File: config.mk
export PLATFORM = sky130hd
export DESIGN_NAME = ms_timer_sched
export DESIGN_NICKNAME = d
export VERILOG_FILES = /design/src/rtl/ms_timer_pkg.sv /design/src/rtl/ms_chan_cnt.sv /design/src/rtl/ms_timer_sched.sv
export SDC_FILE = /design/constraint.sdc
export NUM_CORES = 1
export LEC_CHECK = 0
export CORE_UTILIZATION = 46
export DETAILED_ROUTE_END_ITERATION = 10
export PLACE_DENSITY = 0.74
export SYNTH_ARGS = -nofsm -noshare
export SYNTH_HDL_FRONTEND = slang
export SYNTH_SLANG_ARGS = --single-unit
File: constraint.sdc
create_clock -name clk -period 2 [get_ports clk]
set_clock_uncertainty 0.1 [all_clocks]
set_input_delay 0.4 -clock clk [delete_from_list [all_inputs] [get_ports clk]]
set_output_delay 0.4 -clock clk [all_outputs]
set_load 0.02 [all_outputs]
File: src/rtl/ms_timer_pkg.sv
// Shared definitions for the 1 ms timeout scheduler: scheduler state encoding and default sizing.
// Latency: n/a (types and constants only).
// Backpressure: n/a.
package ms_timer_pkg;

    typedef enum logic [1:0] {
        IDLE = 2'd0,
        ARM  = 2'd1,
        RUN  = 2'd2
    } sched_state_t;

    localparam int NUM_CH_DEF = 4;
    localparam int DUR_W_DEF  = 10;

endpackage

File: src/rtl/ms_chan_cnt.sv
// One timeout channel: loads a ms duration on start, counts qualified ticks down, pulses done at expiry.
// Latency: busy/cnt update the cycle after start; done registered on the tick that takes cnt 1->0.
// Backpressure: none; cancel beats start, start beats tick.
module ms_chan_cnt
    import ms_timer_pkg::*;
#(
    parameter int DUR_W = DUR_W_DEF
) (
    input  logic             clk,
    input  logic             rst,
    input  logic             start,
    input  logic             cancel,
    input  logic [DUR_W-1:0] dur_ms,
    input  logic             tick,
    output logic             busy,
    output logic             done,
    output logic [DUR_W-1:0] cnt,
    output logic             busy_nxt
);

    logic             busy_d;
    logic             done_d;
    logic [DUR_W-1:0] cnt_d;

    always_comb begin
        busy_d = busy;
        done_d = 1'b0;
        cnt_d  = cnt;
        if (cancel) begin
            busy_d = 1'b0;
            cnt_d  = '0;
        end else if (start) begin
            cnt_d  = dur_ms;
            busy_d = (dur_ms != '0);
            done_d = (dur_ms == '0);
        end else if (tick && busy) begin
            cnt_d = cnt - DUR_W'(1);
            if (cnt == DUR_W'(1)) begin
                busy_d = 1'b0;
                done_d = 1'b1;
            end
        end
    end

    // The scheduler needs next-cycle occupancy so tick_en can drop together with busy.
    assign busy_nxt = busy_d;

    always_ff @(posedge clk) begin
        if (!rst) begin
            busy <= 1'b0;
            done <= 1'b0;
            cnt  <= '0;
        end else begin
            busy <= busy_d;
            done <= done_d;
            cnt  <= cnt_d;
        end
    end

endmodule

File: src/rtl/ms_timer_sched.sv
// Shares one 1 ms tick generator among NUM_CH timeout channels; `PAUSE_EN adds a pause input that freezes them.
// Latency: all outputs registered; dur 0 -> done next cycle; expiry done registered on the qualifying tick.
// Backpressure: none; start/cancel are fire-and-forget pulses, tick_en gates the generator while any channel is busy.
module ms_timer_sched
    import ms_timer_pkg::*;
#(
    parameter int NUM_CH = NUM_CH_DEF,
    parameter int DUR_W  = DUR_W_DEF
) (
    input  logic                    clk,
    input  logic                    rst,
    input  logic [NUM_CH-1:0]       start,
    input  logic [NUM_CH-1:0]       cancel,
    input  logic [NUM_CH*DUR_W-1:0] dur_ms,
    input  logic                    tick_1ms,
`ifdef PAUSE_EN
    input  logic                    pause,
`endif
    output logic [NUM_CH-1:0]       busy,
    output logic [NUM_CH-1:0]       done,
    output logic                    tick_en,
    output logic                    tick_rst_n
);

    sched_state_t     state;
    sched_state_t     state_nxt;
    logic             en_prev;
    logic             pause_eff;
    logic             tick_q;
    logic [NUM_CH-1:0] busy_nxt;
    logic [DUR_W-1:0] chan_cnt [NUM_CH];

`ifdef PAUSE_EN
    assign pause_eff = pause;
`else
    assign pause_eff = 1'b0;
`endif

    // A tick only counts once the generator has been enabled for a full cycle, so a
    // pulse left over from reset, re-phase or pause (possibly X at power-up) is dropped.
    assign tick_q = (state == RUN) && en_prev && tick_1ms && !pause_eff;

    always_comb begin
        state_nxt = state;
        case (state)
            IDLE:    if (|busy_nxt)  state_nxt = ARM;
            ARM:                     state_nxt = RUN;
            RUN:     if (!(|busy_nxt)) state_nxt = IDLE;
            default:                 state_nxt = IDLE;
        endcase
    end

    always_ff @(posedge clk) begin
        if (!rst) begin
            state      <= IDLE;
            tick_en    <= 1'b0;
            tick_rst_n <= 1'b0;
            en_prev    <= 1'b0;
        end else begin
            state      <= state_nxt;
            tick_en    <= (state_nxt == RUN) && !pause_eff;
            tick_rst_n <= (state_nxt != ARM);
            en_prev    <= tick_en;
        end
    end

    for (genvar i = 0; i < NUM_CH; i++) begin : g_ch
        ms_chan_cnt #(
            .DUR_W(DUR_W)
        ) u_chan (
            .clk      (clk),
            .rst      (rst),
            .start    (start[i]),
            .cancel   (cancel[i]),
            .dur_ms   (dur_ms[i*DUR_W +: DUR_W]),
            .tick     (tick_q),
            .busy     (busy[i]),
            .done     (done[i]),
            .cnt      (chan_cnt[i]),
            .busy_nxt (busy_nxt[i])
        );

        a_busy_cnt: assert property (@(posedge clk) disable iff (!rst) busy[i] == (chan_cnt[i] != '0));
    end

endmodule

==> results.json, run 1 <==
{
  "status": "complete, but fails checks",
  "violations": "negative setup slack",
  "hold_viol": 0,
  "worstPathRequired_ns": 2.12,
  "multi_input_area_mm2": 0.00168,
  "grt_setup_unrepaired": "yes",
  "fin_util_pct": 66.1,
  "cp-startpoint": "g_ch[0].u_chan.cnt[3]",
  "ys_seq_area_share_pct": 36.8,
  "area_delta_synth_final_pct": 37.4,
  "port-buffer-count": 60,
  "ys_dominant_reg_cell": "dfxtp_1",
  "die_x_um": 81.1,
  "startpoint_type": "flop",
  "synthesis.nets": 410,
  "grt_pass1_wl_um": 11700,
  "path_cells": "or4_4 > or3_4 > o31ai_4 > nand4_2 > a31o_1",
  "synth_compound_area_share_pct": 14.9,
  "rr_worst_depth": 5,
  "setup_ws_ns": -0.0205,
  "yosys.area.top_type": "dfxtp_1",
  "grt_usage_pct": 23.0,
  "endpoint_kind": "flop",
  "vias_per_cell": 5.34,
  "hold_buffers": 0,
  "power_per_cell_area_mw_per_mm2": 588,
  "grt_max_degree": 19,
  "hold_slack_ns": 0.416,
  "dpl.hpwl_um": 5300,
  "synth_edf_count": 0,
  "dieArea_mm2": 0.00658,
  "final_net_count": 501,
  "syn_area_per_cell_um2": 8.21,
  "cts_made_buffers": 5,
  "hold_start": "g_ch[0].u_chan.cnt[2]",
  "r2r_setup_slack_ns": -0.02,
  "cts_root_buf": "clkbuf_8",
  "synth_xor_area_share_pct": 10.0,
  "synthMostInstantiatedCell": "dfxtp_1",
  "worst_pin_slew_ns": 0.475,
  "synthAdderAreaFrac_pct": 3.47,
  "ys_ff_latch": 53,
  "synth_top_cell_area_share_pct": 36.8,
  "critPathArrivalTime_ns": 2.14,
  "dr_total_vias": 2764,
  "total_power_mw": 2.33,
  "register_area_mm2": 0.00106,
  "max-clock-path-buffers": 2,
  "routed_wirelength_um": 6890,
  "cts_tree": "built",
  "synth.distinct_cells": 46,
  "num-fill-cells": 515,
  "crit_type": "reg -> reg",
  "num_rows": 28,
  "clkLatencyLatePin_ns": 0.32,
  "p_leak_nw": 1.47,
  "synthMuxAreaShare_pct": 1.04,
  "whs_path_depth": 2,
  "synth_top_family_by_area": "simple AND/OR/NAND/NOR gates",
  "firstDrtPassIters": 4,
  "initial_core_util_pct": 48.1,
  "antenna_found_initial": 0,
  "hp-class": "reg -> reg",
  "cpMaxStageDelayCell": "or4_4",
  "post-place-ws_ns": -0.362,
  "cts_sinks": 53,
  "period_minus_slack_ns": 2.02,
  "maxCapViolCount": 0,
  "syn_inst": 351,
  "slew_violations": 0,
  "ioPinCount": 61,
  "async_flop_share_pct": 0,
  "final_layout_size_suffix_gt1_share_pct": 15.8,
  "crit_path_max_incr_delay_ns": 0.54,
  "ant_nets": 0,
  "path_clk_slew_ns": 0.10,
  "synth_common_cells": "dfxtp_1, nor2_1, a21oi_1, nand2_1, xnor2_1",
  "fin_crit_sh_pct": 101,
  "avgRoutedWirePerCell_um": 13.3,
  "synthTopCellsByArea": "dfxtp_1, xnor2_1, nor2_1",
  "place_congestion": 0.853,
  "max_freq_mhz": 495,
  "slew_headroom_pct": 68.3,
  "grt_overflow_total": 0,
  "worstReg2RegStart": "g_ch[0].u_chan.cnt[3]",
  "drc": 0,
  "syn-cell-area_mm2": 0.00288,
  "grt_pass1_vias": 2689,
  "drtIter0Drc": 104,
  "core_mm2": 0.00599,
  "stdcell_count": 518,
  "cts_max_level": 2,
  "yosysWarnings": 0,
  "die_h_um": 81.1,
  "path_max_fanout": 4,
  "numPlacedInstances": 508,
  "peakVddDrop_uv": 474,
  "yosys.area_share.simple_pct": 28.1,
  "insertedDiodeCount": 0,
  "finalSetupViolCount": 3
}
-- worst paths after layout --
check	to
setup / recovery	tick_en
hold reg to reg	g_ch[0].u_chan.cnt[2]
hold / removal	g_ch[0].u_chan.cnt[2]
setup reg to reg	tick_en
-- cell type report --
type | instances | area share [%]
Clock inverter | 3 | 1.20
Multi-Input combinational cell | 263 | 42.4
Timing Repair Buffer | 106 | 24.2
Inverter | 13 | 1.23
Tap cell | 75 | 2.37
Sequential cell | 53 | 26.9
Clock buffer | 5 | 1.74
-- routing by layer --
metal  vias to the layer above  global-route usage [%]  routed length [um]  part of all wire, %
li1                       1429                       -                   -                    -
met1                      1270                    29.2                3130                   45
met2                        54                    38.6                3360                   49
met3                        11                    3.82                 287                  4.2
met4                         0                    9.64                 110                  1.6
met5                         -                       0                   0                    0
-- flip-flops by register name (all words and copies together) (netlist names) --
name and cells:
g_ch.u_chan.cnt 40, state 2, en_prev 1, g_ch.u_chan.busy 4, g_ch.u_chan.done 4, tick_rst_n 1, tick_en 1
-- through the flow --
stage                     TNS, ns  cell area, um2
after CTS                  -0.212            3940
after floorplan                 0            2880
after global routing       -0.369            3960
after detailed placement    -6.31            3800
final                     -0.0357            3960
after global placement      -4.31            3800
-- critical path: cells and delay by family (launching register included) --
kind | cells | cell delay, ns
DFF | 1 | 0.33
and+or+nand+nor | 3 | 1.07
AOI/OAI and AO/OA | 2 | 0.43
-- repair_timing --
item / 4_1_cts / 5_1_grt
gates resized for setup: 4 / 5
buffers inserted: 2 / 0
pin swaps: 10 / 5
endpoints found under the setup margin: 7 / 13
hold endpoints to repair: 0 / 0
cloned: 0 / 0
-- power breakdown --
part           total (mW)  switching (mW)  internal, mW
Combinational       0.407           0.177         0.230
Sequential           1.15          0.0464          1.10
Clock               0.771           0.389         0.382
Total                2.33           0.613          1.71
-- cells in the final DEF (no fill, tap or decap), types with 3 or more instances in the layout --
cell,n
a311oi_1,4
o21ai_0,12
nand4_1,10
inv_1,12
buf_4,45
nor4_1,10
nor4b_1,3
clkbuf_8,5
xor2_1,8
nor2b_1,5
ha_1,8
nor3b_1,6
nand3_1,8
dfxtp_1,50
xnor2_1,25
nor3_1,12
clkdlybuf4s50_1,59
nand2_1,26
a21oi_1,28
dfxtp_2,3
mux2i_1,3
nand4b_1,5
nor2_1,44
a211oi_1,12
nand2b_1,4
-- logic make-up (layout without fill, tap and decap cells) --
kind of cell,after synthesis,count (layout)
buf+inv,35,127
compound gates,67,67
flops,53,53
fa+ha+maj,8,8
xor+xnor,33,33
mux,3,3
simple gates,152,152
Power figures use the tool's default switching activity.
==> run 2: changes to the inputs <==
SLEW_MARGIN = 10   (was default)
==> results of run 2 <==
Final layout, timing and power as in run 1 (identical DEF).
